[src/rtl/text_fetch_ctrl_pkg.sv]
// Shared constants and types for the text-mode fetch scheduler.
// Default geometry lives here; the top may override it via parameters.
package text_pkg;

    localparam int LAT = 5;

    localparam int DEF_SCALE  = 8;
    localparam int DEF_CHARW  = 8;
    localparam int DEF_CHARH  = 11;
    localparam int DEF_COLS   = 10;
    localparam int DEF_ROWS   = 5;

    localparam int CELL_W   = DEF_SCALE * DEF_CHARW;
    localparam int CELL_H   = DEF_SCALE * DEF_CHARH;
    localparam int TB_DEPTH = DEF_COLS * DEF_ROWS;

    typedef enum logic [1:0] {
        IDLE,
        WRITE,
        ACK
    } wr_state_t;

endpackage

[src/rtl/text_fetch_ctrl_if.sv]
// Bundle of display, memory and CPU-write signals around the fetch scheduler.
// The slave modport is the scheduler's view; master is the environment's.
interface text_fetch_if #(
    parameter int CORDW       = 16,
    parameter int ADDRW       = 8,
    parameter int CODEW       = 8,
    parameter int FADDRW      = 12,
    parameter int CHARA_WIDTH = 8
);
    logic                     de;
    logic signed [CORDW-1:0]  sx;
    logic signed [CORDW-1:0]  sy;
    logic                     tb_en;
    logic                     tb_we;
    logic [ADDRW-1:0]         tb_addr;
    logic [CODEW-1:0]         tb_wdata;
    logic [CODEW-1:0]         tb_rdata;
    logic [FADDRW-1:0]        font_addr;
    logic [CHARA_WIDTH-1:0]   font_rdata;
    logic                     cpu_req;
    logic [ADDRW-1:0]         cpu_addr;
    logic [CODEW-1:0]         cpu_wdata;
    logic                     cpu_ack;
    logic                     pix_on;
    logic                     pix_de;

    modport slave (
        input  de, sx, sy, tb_rdata, font_rdata,
        input  cpu_req, cpu_addr, cpu_wdata,
        output tb_en, tb_we, tb_addr, tb_wdata,
        output font_addr, cpu_ack, pix_on, pix_de
    );

    modport master (
        output de, sx, sy, tb_rdata, font_rdata,
        output cpu_req, cpu_addr, cpu_wdata,
        input  tb_en, tb_we, tb_addr, tb_wdata,
        input  font_addr, cpu_ack, pix_on, pix_de
    );

endinterface

[src/rtl/text_fetch_ctrl_wr_arb.sv]
// CPU write arbiter: steals the text-buffer port for one cycle in blanking
// and otherwise passes the display fetch through.
module text_wr_arb
    import text_pkg::*;
#(
    parameter int ADDRW = 8,
    parameter int CODEW = 8,
    parameter int DEPTH = TB_DEPTH
) (
    input  logic             clk,
    input  logic             rst_n,
    input  logic             i_de,
    input  logic             i_cpu_req,
    input  logic [ADDRW-1:0] i_cpu_addr,
    input  logic [CODEW-1:0] i_cpu_wdata,
    input  logic             i_disp_en,
    input  logic [ADDRW-1:0] i_disp_addr,
    output logic             o_tb_en,
    output logic             o_tb_we,
    output logic [ADDRW-1:0] o_tb_addr,
    output logic [CODEW-1:0] o_tb_wdata,
    output logic             o_cpu_ack
);

    wr_state_t r_state;
    wr_state_t w_next;
    logic      w_in_range;

    assign w_in_range = 32'(i_cpu_addr) < DEPTH;

    always_ff @(posedge clk or negedge rst_n) begin
        if (!rst_n) r_state <= IDLE;
        else        r_state <= w_next;
    end

    always_comb begin
        w_next     = r_state;
        o_tb_en    = i_disp_en;
        o_tb_we    = 1'b0;
        o_tb_addr  = i_disp_addr;
        o_tb_wdata = '0;
        o_cpu_ack  = 1'b0;
        unique case (r_state)
            IDLE: begin
                if (i_cpu_req && !i_de) w_next = WRITE;
            end
            WRITE: begin
                // Out-of-range writes are swallowed but still acknowledged.
                o_tb_en    = w_in_range;
                o_tb_we    = w_in_range;
                o_tb_addr  = i_cpu_addr;
                o_tb_wdata = i_cpu_wdata;
                w_next     = ACK;
            end
            ACK: begin
                o_cpu_ack = 1'b1;
                if (!i_cpu_req) w_next = IDLE;
            end
            default: w_next = IDLE;
        endcase
    end

endmodule

[src/rtl/text_fetch_ctrl.sv]
// Text-mode fetch scheduler: pixel coordinate -> text buffer -> font ROM
// -> lit/unlit pixel through a fixed five-stage pipeline.
module text_fetch_ctrl
    import text_pkg::*;
#(
    parameter int SCALE        = DEF_SCALE,
    parameter int CHARA_WIDTH  = DEF_CHARW,
    parameter int CHARA_HEIGHT = DEF_CHARH,
    parameter int CORDW        = 16,
    parameter int COLS         = DEF_COLS,
    parameter int ROWS         = DEF_ROWS,
    parameter int ADDRW        = 8,
    parameter int CODEW        = 8,
    parameter int FADDRW       = 12
) (
    input  logic       clk_pix,
    input  logic       rst_n,
    text_fetch_if.slave bus
);

    localparam int CW = SCALE * CHARA_WIDTH;
    localparam int CH = SCALE * CHARA_HEIGHT;
    localparam int BW = $clog2(CHARA_WIDTH);
    localparam int LW = $clog2(CHARA_HEIGHT);

    logic [31:0]       w_ux, w_uy;
    logic [31:0]       w_col, w_row, w_bit, w_line;
    logic              w_cell_ok;
    logic [BW-1:0]     w_sel;

    logic              r_en1;
    logic [ADDRW-1:0]  r_addr1;
    logic [LW-1:0]     r_line1, r_line2;
    logic [BW-1:0]     r_bit [4];
    logic [3:0]        r_ok;
    logic [FADDRW-1:0] r_faddr;
    logic              r_pix_on;
    logic [LAT-1:0]    r_de_sr;

    // Negative coordinates are rejected by cell_ok, so unsigned math is safe.
    assign w_ux   = 32'($unsigned(bus.sx));
    assign w_uy   = 32'($unsigned(bus.sy));
    assign w_col  = w_ux / CW;
    assign w_row  = w_uy / CH;
    assign w_bit  = (w_ux / SCALE) % CHARA_WIDTH;
    assign w_line = (w_uy / SCALE) % CHARA_HEIGHT;

    assign w_cell_ok = bus.de & ~bus.sx[CORDW-1] & ~bus.sy[CORDW-1]
                     & (w_col < COLS) & (w_row < ROWS);

    assign w_sel = BW'(CHARA_WIDTH - 1) - r_bit[3];

    always_ff @(posedge clk_pix or negedge rst_n) begin
        if (!rst_n) begin
            r_en1    <= 1'b0;
            r_addr1  <= '0;
            r_line1  <= '0;
            r_line2  <= '0;
            r_bit    <= '{default: '0};
            r_ok     <= '0;
            r_faddr  <= '0;
            r_pix_on <= 1'b0;
            r_de_sr  <= '0;
        end else begin
            r_en1    <= w_cell_ok;
            r_addr1  <= w_cell_ok ? ADDRW'(w_row * COLS + w_col) : '0;
            r_line1  <= LW'(w_line);
            r_line2  <= r_line1;
            r_bit[0] <= BW'(w_bit);
            r_bit[1] <= r_bit[0];
            r_bit[2] <= r_bit[1];
            r_bit[3] <= r_bit[2];
            r_ok     <= {r_ok[2:0], w_cell_ok};
            if (r_ok[1])
                r_faddr <= FADDRW'(32'(bus.tb_rdata) * CHARA_HEIGHT
                                   + 32'(r_line2));
            r_pix_on <= r_ok[3] & bus.font_rdata[w_sel];
            r_de_sr  <= {r_de_sr[LAT-2:0], bus.de};
        end
    end

    assign bus.font_addr = r_faddr;
    assign bus.pix_on    = r_pix_on;
    assign bus.pix_de    = r_de_sr[LAT-1];

    text_wr_arb #(
        .ADDRW (ADDRW),
        .CODEW (CODEW),
        .DEPTH (COLS * ROWS)
    ) u_arb (
        .clk         (clk_pix),
        .rst_n       (rst_n),
        .i_de        (bus.de),
        .i_cpu_req   (bus.cpu_req),
        .i_cpu_addr  (bus.cpu_addr),
        .i_cpu_wdata (bus.cpu_wdata),
        .i_disp_en   (r_en1),
        .i_disp_addr (r_addr1),
        .o_tb_en     (bus.tb_en),
        .o_tb_we     (bus.tb_we),
        .o_tb_addr   (bus.tb_addr),
        .o_tb_wdata  (bus.tb_wdata),
        .o_cpu_ack   (bus.cpu_ack)
    );

endmodule

[src/flat_wrapper.sv]
// flat-port wrapper written by rule: the top's interface ports become plain ports
module text_fetch_ctrl_flat import text_pkg::*;
#(
    parameter int SCALE        = DEF_SCALE,
    parameter int CHARA_WIDTH  = DEF_CHARW,
    parameter int CHARA_HEIGHT = DEF_CHARH,
    parameter int CORDW        = 16,
    parameter int COLS         = DEF_COLS,
    parameter int ROWS         = DEF_ROWS,
    parameter int ADDRW        = 8,
    parameter int CODEW        = 8,
    parameter int FADDRW       = 12
)
  (clk_pix, rst_n, bus_de, bus_sx, bus_sy, bus_tb_rdata, bus_font_rdata, bus_cpu_req, bus_cpu_addr, bus_cpu_wdata, bus_tb_en, bus_tb_we, bus_tb_addr, bus_tb_wdata, bus_font_addr, bus_cpu_ack, bus_pix_on, bus_pix_de);
  text_fetch_if #(.CORDW(CORDW), .ADDRW(ADDRW), .CODEW(CODEW), .FADDRW(FADDRW), .CHARA_WIDTH(CHARA_WIDTH)) bus_i ();
  input  logic clk_pix;
  input  logic rst_n;
  input wire logic [$bits(bus_i.de)-1:0] bus_de;
  input wire logic [$bits(bus_i.sx)-1:0] bus_sx;
  input wire logic [$bits(bus_i.sy)-1:0] bus_sy;
  input wire logic [$bits(bus_i.tb_rdata)-1:0] bus_tb_rdata;
  input wire logic [$bits(bus_i.font_rdata)-1:0] bus_font_rdata;
  input wire logic [$bits(bus_i.cpu_req)-1:0] bus_cpu_req;
  input wire logic [$bits(bus_i.cpu_addr)-1:0] bus_cpu_addr;
  input wire logic [$bits(bus_i.cpu_wdata)-1:0] bus_cpu_wdata;
  output wire logic [$bits(bus_i.tb_en)-1:0] bus_tb_en;
  output wire logic [$bits(bus_i.tb_we)-1:0] bus_tb_we;
  output wire logic [$bits(bus_i.tb_addr)-1:0] bus_tb_addr;
  output wire logic [$bits(bus_i.tb_wdata)-1:0] bus_tb_wdata;
  output wire logic [$bits(bus_i.font_addr)-1:0] bus_font_addr;
  output wire logic [$bits(bus_i.cpu_ack)-1:0] bus_cpu_ack;
  output wire logic [$bits(bus_i.pix_on)-1:0] bus_pix_on;
  output wire logic [$bits(bus_i.pix_de)-1:0] bus_pix_de;
  assign bus_i.de = bus_de;
  assign bus_i.sx = bus_sx;
  assign bus_i.sy = bus_sy;
  assign bus_i.tb_rdata = bus_tb_rdata;
  assign bus_i.font_rdata = bus_font_rdata;
  assign bus_i.cpu_req = bus_cpu_req;
  assign bus_i.cpu_addr = bus_cpu_addr;
  assign bus_i.cpu_wdata = bus_cpu_wdata;
  assign bus_tb_en = bus_i.tb_en;
  assign bus_tb_we = bus_i.tb_we;
  assign bus_tb_addr = bus_i.tb_addr;
  assign bus_tb_wdata = bus_i.tb_wdata;
  assign bus_font_addr = bus_i.font_addr;
  assign bus_cpu_ack = bus_i.cpu_ack;
  assign bus_pix_on = bus_i.pix_on;
  assign bus_pix_de = bus_i.pix_de;
  text_fetch_ctrl #(.SCALE(SCALE), .CHARA_WIDTH(CHARA_WIDTH), .CHARA_HEIGHT(CHARA_HEIGHT), .CORDW(CORDW), .COLS(COLS), .ROWS(ROWS), .ADDRW(ADDRW), .CODEW(CODEW), .FADDRW(FADDRW)) u_core (.clk_pix(clk_pix), .rst_n(rst_n), .bus(bus_i));
endmodule
[config.mk]
export PLATFORM = sky130hd
export DESIGN_NAME = text_fetch_ctrl_flat
export DESIGN_NICKNAME = d
export VERILOG_FILES = /design/src/rtl/text_fetch_ctrl_pkg.sv /design/src/rtl/text_fetch_ctrl_if.sv /design/src/rtl/text_fetch_ctrl_wr_arb.sv /design/src/rtl/text_fetch_ctrl.sv /design/src/flat_wrapper.sv
export SDC_FILE = /design/constraint.sdc
export NUM_CORES = 1
export LEC_CHECK = 0
export CAP_MARGIN = 20
export CORE_UTILIZATION = 30
export CTS_CLUSTER_SIZE = 25
export DETAILED_ROUTE_END_ITERATION = 10
export PLACE_DENSITY_LB_ADDON = 0.2
export SKIP_LAST_GASP = 1
export SYNTH_ARGS = -nofsm -noshare
export SYNTH_HDL_FRONTEND = slang
export SYNTH_HIERARCHICAL = 1
export SYNTH_SLANG_ARGS = --single-unit
[constraint.sdc]
create_clock -name clk_pix -period 4.4 [get_ports clk_pix]
set_clock_uncertainty 0.1 [all_clocks]
set_input_delay 0.88 -clock clk_pix [delete_from_list [all_inputs] [get_ports clk_pix]]
set_output_delay 0.88 -clock clk_pix [all_outputs]
set_load 0.02 [all_outputs]
==> Yosys cells after proc, flatten, opt, wreduce, memory -nomap -nowiden <==
Index checks and enable logic that the tools add are counted.
{ "classes": {"add_sub_neg": 3, "n_mul": 2, "div_mod_pow": 2, "n_lt_le_gt_ge": 4, "n_eq_ne": 4, "muxes": 11, "bitwise_logic": 7, "n_reduce_logical": 4} }
{ "op_table": {"columns": ["cell", "count"], "rows": [
  ["$div A16 B7 Y32 const B", 1],
  ["$lt A32 B3 Y1 const B", 1],
  ["$mod A13 B4 Y32 const B", 1],
  ["$mul A32 B3 Y7 const B", 1],
  ["$mux W8", 3],
  ["$add A12 B4 Y12", 1],
  ["$mul A8 B4 Y12 const B", 1],
  ["$lt A10 B4 Y1 const B", 1],
  ["$add A8 B8 Y8", 1],
  ["$lt A8 B6 Y1 const B", 1],
  ["$pmux W2 S3", 1],
  ["$and A1 B1 Y1", 5],
  ["$lt A3 B4 Y1 const B", 1],
  ["$mux W1", 4],
  ["$mux W2", 2],
  ["$ne A2 B2 Y1 const B", 2],
  ["$bmux W1 S3", 1],
  ["$sub A3 B3 Y3 const A", 1],
  ["$eq A2 B1 Y1 const B", 1],
  ["$eq A2 B2 Y1 const B", 1],
  ["$logic_not A2 Y1", 1],
  ["$not A1 Y1", 2],
  ["$reduce_and A2 Y1", 1],
  ["$logic_and A1 B1 Y1", 1],
  ["$logic_not A1 Y1", 1]
]} }
{ "totals": {"ff_bits": 53, "output_inout_bits": 33, "wordCells": 50} }

==> Depth between registers and ports, before layout <==
{ "depth": {"ltp_word": 6, "ltp_mapped": 43, "mapped_depth_nobuf": 38} }

==> Modules after synthesis <==
Netlist, hierarchy kept.
{ "modules_own_cells": {"columns": ["mod", "n_inst", "cells_each", "area_each_um2", "seq_area_each_um2"], "rows": [
  ["text_fetch_ctrl", 1, 1132, 8670.8, 1251.2],
  ["text_wr_arb", 1, 29, 271.5, 50.0]
]} }

==> Worst setup path before layout <==
Ideal clock, no wire load.
{ "synth_timing": {"kind": "input to register", "startpoint": "input bus_sy[13]", "endpoint": "register u_core.r_addr1[7]", "arrival_ns": 8.923, "t_required_ns": 4.180, "slack_ns": -4.743, "cell_stages": 40, "path_buffers": 4, "cell_sequence": "buf_2 > a21oi_4 > inv_2 > ha_1 > nor2b_1 > a22oi_1 > o221a_2 > or2_0 > buf_2 > or2_2 > mux2_1 > a211o_1 > a21oi_1 > or2_1 > buf_2 > mux2i_1 > and2_1 > nor4_1 > [4 not listed] > nor4_2 > a21oi_1 > o311ai_2 > mux2_2 > o2111ai_1 > ha_1 > ha_1 > inv_1 > fa_1 > inv_1 > ha_1 > inv_1 > o21bai_1 > a21oi_1 > xnor2_1 > xnor2_1 > xnor2_1 > and3_1"} }
{ "synth_via": {"elab_chain_cells": 4} }
{ "synth_lines": {"columns": ["item", "line_no", "rtl"], "rows": [
  ["start: declaration", "flat_wrapper.sv:20", "input wire logic [$bits(bus_i.sy)-1:0] bus_sy;"],
  ["$div A16 B7 Y32 *", "text_fetch_ctrl.sv:44", "assign w_row = w_uy / CH;"],
  ["$mul A32 B3 Y7 or $lt A32 B3 Y1 (tied branches)", "text_fetch_ctrl.sv:66, text_fetch_ctrl.sv:49", null],
  ["$add A8 B8 Y8 or $and A1 B1 Y1 (tied branches)", "text_fetch_ctrl.sv:66, text_fetch_ctrl.sv:49", null],
  ["$mux W8 *", "text_fetch_ctrl.sv:66", "r_addr1 <= w_cell_ok ? ADDRW'(w_row * COLS + w_col) : '0;"],
  ["end signal: assignment", "text_fetch_ctrl.sv:66", null],
  ["end: declaration", "text_fetch_ctrl.sv:32", "logic [ADDRW-1:0] r_addr1;"]
]} }
Mark *: on every way between the ends. The rest lies on a longest branch, timed or not.
A chain may end at the register's enable or synchronous reset.

==> Worst setup path in the final report <==
{ "layout_timing": {"startpoint": "input bus_sy[10]", "endpoint": "register u_core.r_addr1[7]"} }
The elaborated chain is that of the path after synthesis.

==> impl_metrics.xml <==
<?xml version="1.0" encoding="UTF-8"?>
<metrics>
  <group name="die">
    <metric name="design.core.area" unit="sq um">29000</metric>
    <metric name="chipHeight" unit="um">175</metric>
    <metric name="design.die.area" unit="sq um">30500</metric>
    <metric name="design.portCount" unit="">101</metric>
    <metric name="floorplan.rows" unit="">62</metric>
    <metric name="die_width" unit="um">175</metric>
    <metric name="floorplan.initialDensity" unit="">0.308</metric>
  </group>
  <group name="routing">
    <metric name="routed_wire_length_per_instance" unit="um">15.9</metric>
    <metric name="vias" unit="">10917</metric>
    <metric name="avg_vias_per_cell" unit="">5.36</metric>
    <metric name="drt_pre_antenna_iters" unit="">5</metric>
    <metric name="postRouteAntennaNets" unit="">0</metric>
    <metric name="totalWireLength" unit="mm">32.3</metric>
    <metric name="drt_iter0_drc" unit="">733</metric>
    <metric name="drc_errors" unit="">0</metric>
  </group>
  <group name="setup_path">
    <metric name="worstPathMaxFanout" unit="">34</metric>
    <metric name="crit_path_max_incr_delay" unit="ns">0.57</metric>
    <metric name="cp_data_required_time" unit="ns">4.53</metric>
    <metric name="worst_r2r_startpoint" unit="">u_core/r_line2[2]</metric>
    <metric name="critPathLaunch" unit="">bus_sy[10]</metric>
    <metric name="critPathKind" unit="">in2reg</metric>
    <metric name="most_frequent_cell_on_critical_path" unit="">sky130_fd_sc_hd__buf_4</metric>
    <metric name="r2r_cells" unit="">14</metric>
    <metric name="rrSetupSlack" unit="ns">1.23</metric>
    <metric name="critPathCaptureType" unit="">flip-flop</metric>
    <metric name="worstSetupEndpoint" unit="">u_core/r_addr1[7]</metric>
    <metric name="setup.worst_path.start_class" unit="">input pin</metric>
    <metric name="cp_slowest_cell" unit="">sky130_fd_sc_hd__clkdlybuf4s50_1</metric>
    <metric name="cp.arrival" unit="ns">8.34</metric>
    <metric name="worst_r2r_endpoint" unit="">u_core/bus.font_addr[11]</metric>
  </group>
  <group name="timing">
    <metric name="tightestPinTransition" unit="ns">0.651</metric>
    <metric name="final_hold_violating_endpoints" unit="">0</metric>
    <metric name="fmaxAchievable" unit="MHz">122</metric>
    <metric name="postLayoutSetupSlackWorst" unit="ns">-3.81</metric>
    <metric name="tns" unit="ns">-40.23</metric>
    <metric name="slew_headroom" unit="">0.562</metric>
    <metric name="slew_viol_final" unit="">0</metric>
    <metric name="grt_setup_unrepaired" unit="">yes</metric>
    <metric name="post-route-min-period" unit="ns">8.21</metric>
    <metric name="timing.final.crit_share" unit="">1.87</metric>
    <metric name="setup-violations-final" unit="">13</metric>
  </group>
  <group name="placed_design">
    <metric name="port-buffer-count" unit="">97</metric>
    <metric name="detailedPlace.worstSlack" unit="ns">-4.77</metric>
    <metric name="place.gp.congestion" unit="">0.885</metric>
    <metric name="estimated_wirelength_of_the_detail_placed_design" unit="mm">25.0</metric>
  </group>
  <group name="global_routing">
    <metric name="grt_start_max_net_pins" unit="">53</metric>
    <metric name="global_route_wire_length_before_repair" unit="mm">52.4</metric>
    <metric name="grt_pass1_vias" unit="">10587</metric>
    <metric name="track_usage" unit="">0.204</metric>
    <metric name="grt-ovfl-total" unit="">0</metric>
    <metric name="antenna_violations_before_repair" unit="">0</metric>
  </group>
  <group name="synthesis">
    <metric name="synth_cell_types" unit="">116</metric>
    <metric name="postSynthCellCount" unit="">1161</metric>
    <metric name="seq_area_frac_synth" unit="">0.146</metric>
    <metric name="post_syn_area" unit="sq um">8940</metric>
    <metric name="postSynthAreaPerCell" unit="sq um">7.70</metric>
    <metric name="ys_ff_latch" unit="">52</metric>
    <metric name="yosys-top-cells-area" unit="">sky130_fd_sc_hd__dfrtp_1 (15%), sky130_fd_sc_hd__ha_1 (6.6%), sky130_fd_sc_hd__xnor2_1 (4.4%)</metric>
    <metric name="post_synth_edffs" unit="">0</metric>
    <metric name="netlist.area_leader.share" unit="">0.146</metric>
    <metric name="yosys_most_used_dff" unit="">sky130_fd_sc_hd__dfrtp_1</metric>
    <metric name="synth_async_sr_flop_share" unit="">1.00</metric>
    <metric name="synth.most_common_cell" unit="">sky130_fd_sc_hd__nand2_1</metric>
    <metric name="synth_common_cells" unit="">sky130_fd_sc_hd__nand2_1 (87), sky130_fd_sc_hd__nor2_1 (76), sky130_fd_sc_hd__a21oi_1 (68)</metric>
    <metric name="syn-num-nets" unit="">1285</metric>
    <metric name="synth_warnings" unit="">6</metric>
    <metric name="synthDominantAreaCellType" unit="">sky130_fd_sc_hd__dfrtp_1</metric>
  </group>
  <group name="clock_tree">
    <metric name="cts_tree" unit="">built</metric>
    <metric name="clock_sink_count" unit="">52</metric>
    <metric name="cts-root-buf" unit="">sky130_fd_sc_hd__clkbuf_16</metric>
    <metric name="cts-root-to-sink-buffers" unit="">2</metric>
    <metric name="post_cts_hold_buffer_count" unit="">0</metric>
    <metric name="clock_latency_on_the_worst_skew_pair" unit="ns">0.29</metric>
    <metric name="cts_made_buffers" unit="">5</metric>
    <metric name="clk_transition_reported_paths" unit="ns">0.07</metric>
    <metric name="cts-htree-levels" unit="">2</metric>
  </group>
  <group name="power_and_ir_drop">
    <metric name="clock_power_share" unit="">0.049</metric>
    <metric name="power_leakage" unit="uW">0.00648</metric>
    <metric name="max-vdd-ir-drop" unit="V">0.000313</metric>
    <metric name="power_frac_comb" unit="">0.885</metric>
    <metric name="netSwitchingFraction" unit="">0.439</metric>
    <metric name="power.switching" unit="uW">3550</metric>
    <metric name="power_report.internal_total" unit="uW">4540</metric>
    <metric name="power_frac_seq" unit="">0.065</metric>
    <metric name="powerDensity" unit="nW/um^2">546</metric>
  </group>
  <group name="hold_path">
    <metric name="hold_class" unit="">reg2reg</metric>
  </group>
  <group name="final_layout">
    <metric name="final_net_count" unit="">1776</metric>
    <metric name="antenna-diode-count" unit="">0</metric>
    <metric name="layout-area-overhead-vs-synth" unit="%">65.7</metric>
    <metric name="post_route_cells_drive_above_1_share" unit="">0.416</metric>
  </group>
  <group name="run_status">
    <metric name="failed_checks" unit="">setup timing</metric>
    <metric name="run_status" unit="">complete, but fails checks</metric>
  </group>
  <group name="job">
    <metric name="max-cap-violations" unit="">0</metric>
  </group>
</metrics>
## kinds of logic (layout without fill, tap and decap cells)
| group | Yosys count | in the layout | share of synthesized area |
|---|---|---|---|
| fa+ha+maj | 59 | 59 | 0.0894 |
| xor+xnor | 57 | 57 | 0.0567 |
| compound gates | 405 | 405 | 0.337 |
| simple gates | 399 | 400 | 0.241 |
| mux | 52 | 52 | 0.0666 |
| buf+inv | 137 | 628 | 0.0638 |
| flops | 52 | 52 | 0.146 |
## metal layers
metal | global-route usage | part of all wire
met1 | 0.278 | 0.47
met2 | 0.351 | 0.47
met3 | 0.0135 | 0.042
met4 | 0.0431 | 0.018
met5 | 0 | 0
## worst min path at each step
stage	from	to	slack (ns)	cells past startpoint
6_report	u_core/r_bit[3]	u_core/r_bit[0]	0.25	0
5_1_grt	u_core/r_bit[10]	u_core/r_bit[7]	0.26	0
4_1_cts	u_core/r_ok[2]	u_core/r_ok[3]	0.25	0
3_5_place_dp	u_core/r_de_sr[3]	u_core/r_de_sr[4]	0.23	0
3_3_place_gp	u_core/r_line1[1]	u_core/r_line2[1]	0.23	0
2_1_floorplan	u_core/r_bit[3]	u_core/r_bit[0]	0.23	0
## stage by stage
stage | utilization | hold WS [ns] | power [uW] | instance area [sq um] | std cells
after detailed placement | 0.467 | 0.235 | 6700 | 13600 | 1977
after global routing | 0.511 | 0.257 | 8720 | 14800 | 2037
after floorplan | - | 0.231 | 4160 | 9370 | 1161
after CTS | 0.489 | 0.251 | 7580 | 14200 | 2010
after global placement | 0.467 | 0.231 | 6640 | 13600 | 1977
final | 0.511 | 0.248 | 8090 | 14800 | 2037
## cells in the final DEF (no fill, tap or decap), types with 38 or more instances in the layout
| cell | count |
|---|---|
| sky130_fd_sc_hd__clkdlybuf4s50_1 | 89 |
| sky130_fd_sc_hd__inv_1 | 55 |
| sky130_fd_sc_hd__buf_4 | 432 |
| sky130_fd_sc_hd__xnor2_1 | 38 |
| sky130_fd_sc_hd__nand2_1 | 83 |
| sky130_fd_sc_hd__dfrtp_1 | 52 |
| sky130_fd_sc_hd__ha_1 | 39 |
| sky130_fd_sc_hd__o21ai_0 | 46 |
| sky130_fd_sc_hd__nor2_1 | 69 |
| sky130_fd_sc_hd__a21oi_1 | 56 |
## worst max-delay path: cells and delay by family
| kind | cells | cell delay (ns) |
|---|---|---|
| compound gates | 11 | 1.82 |
| fa+ha+maj | 4 | 1.05 |
| simple gates | 5 | 1.19 |
| buf+inv | 11 | 1.97 |
| xor+xnor | 4 | 0.68 |
| mux | 2 | 0.72 |
## registers in the layout (all words and copies together), names as in the netlist
signal                cells
u_core/r_line1            4
u_core/bus.pix_on         1
u_core/r_ok               4
u_core/r_line2            4
u_core/bus.font_addr     12
u_core/r_bit             12
u_core/r_addr1            8
u_core/r_de_sr            5
u_core/u_arb/r_state      2
## layout make-up
cell class              count  area, sq um
repair buffers            554         4520
well taps                 384          480
multi-input cells         973         8110
fillers                  2753        14200
flip-flops and latches     52         1300
clock buffers               5          125
clock inverters             3         27.5
inverters                  66          250
## power groups by stage
stage / sequential (uW) / combinational (uW) / clock, uW
after floorplan: 537 / 3620 / 0
after CTS: 530 / 6630 / 413
final: 530 / 7160 / 397
after detailed placement: 540 / 6160 / 0
after global routing: 534 / 7760 / 432
after global placement: 538 / 6100 / 0
## what timing repair did
item / in CTS / in global routing
gates resized for setup: 80 / 88
pin swaps: 36 / 54
buffers inserted: 27 / 25
gates cloned: 0 / 2
endpoints found under the setup margin: 14 / 17
No activity file was read; power rests on OpenSTA's default activity.
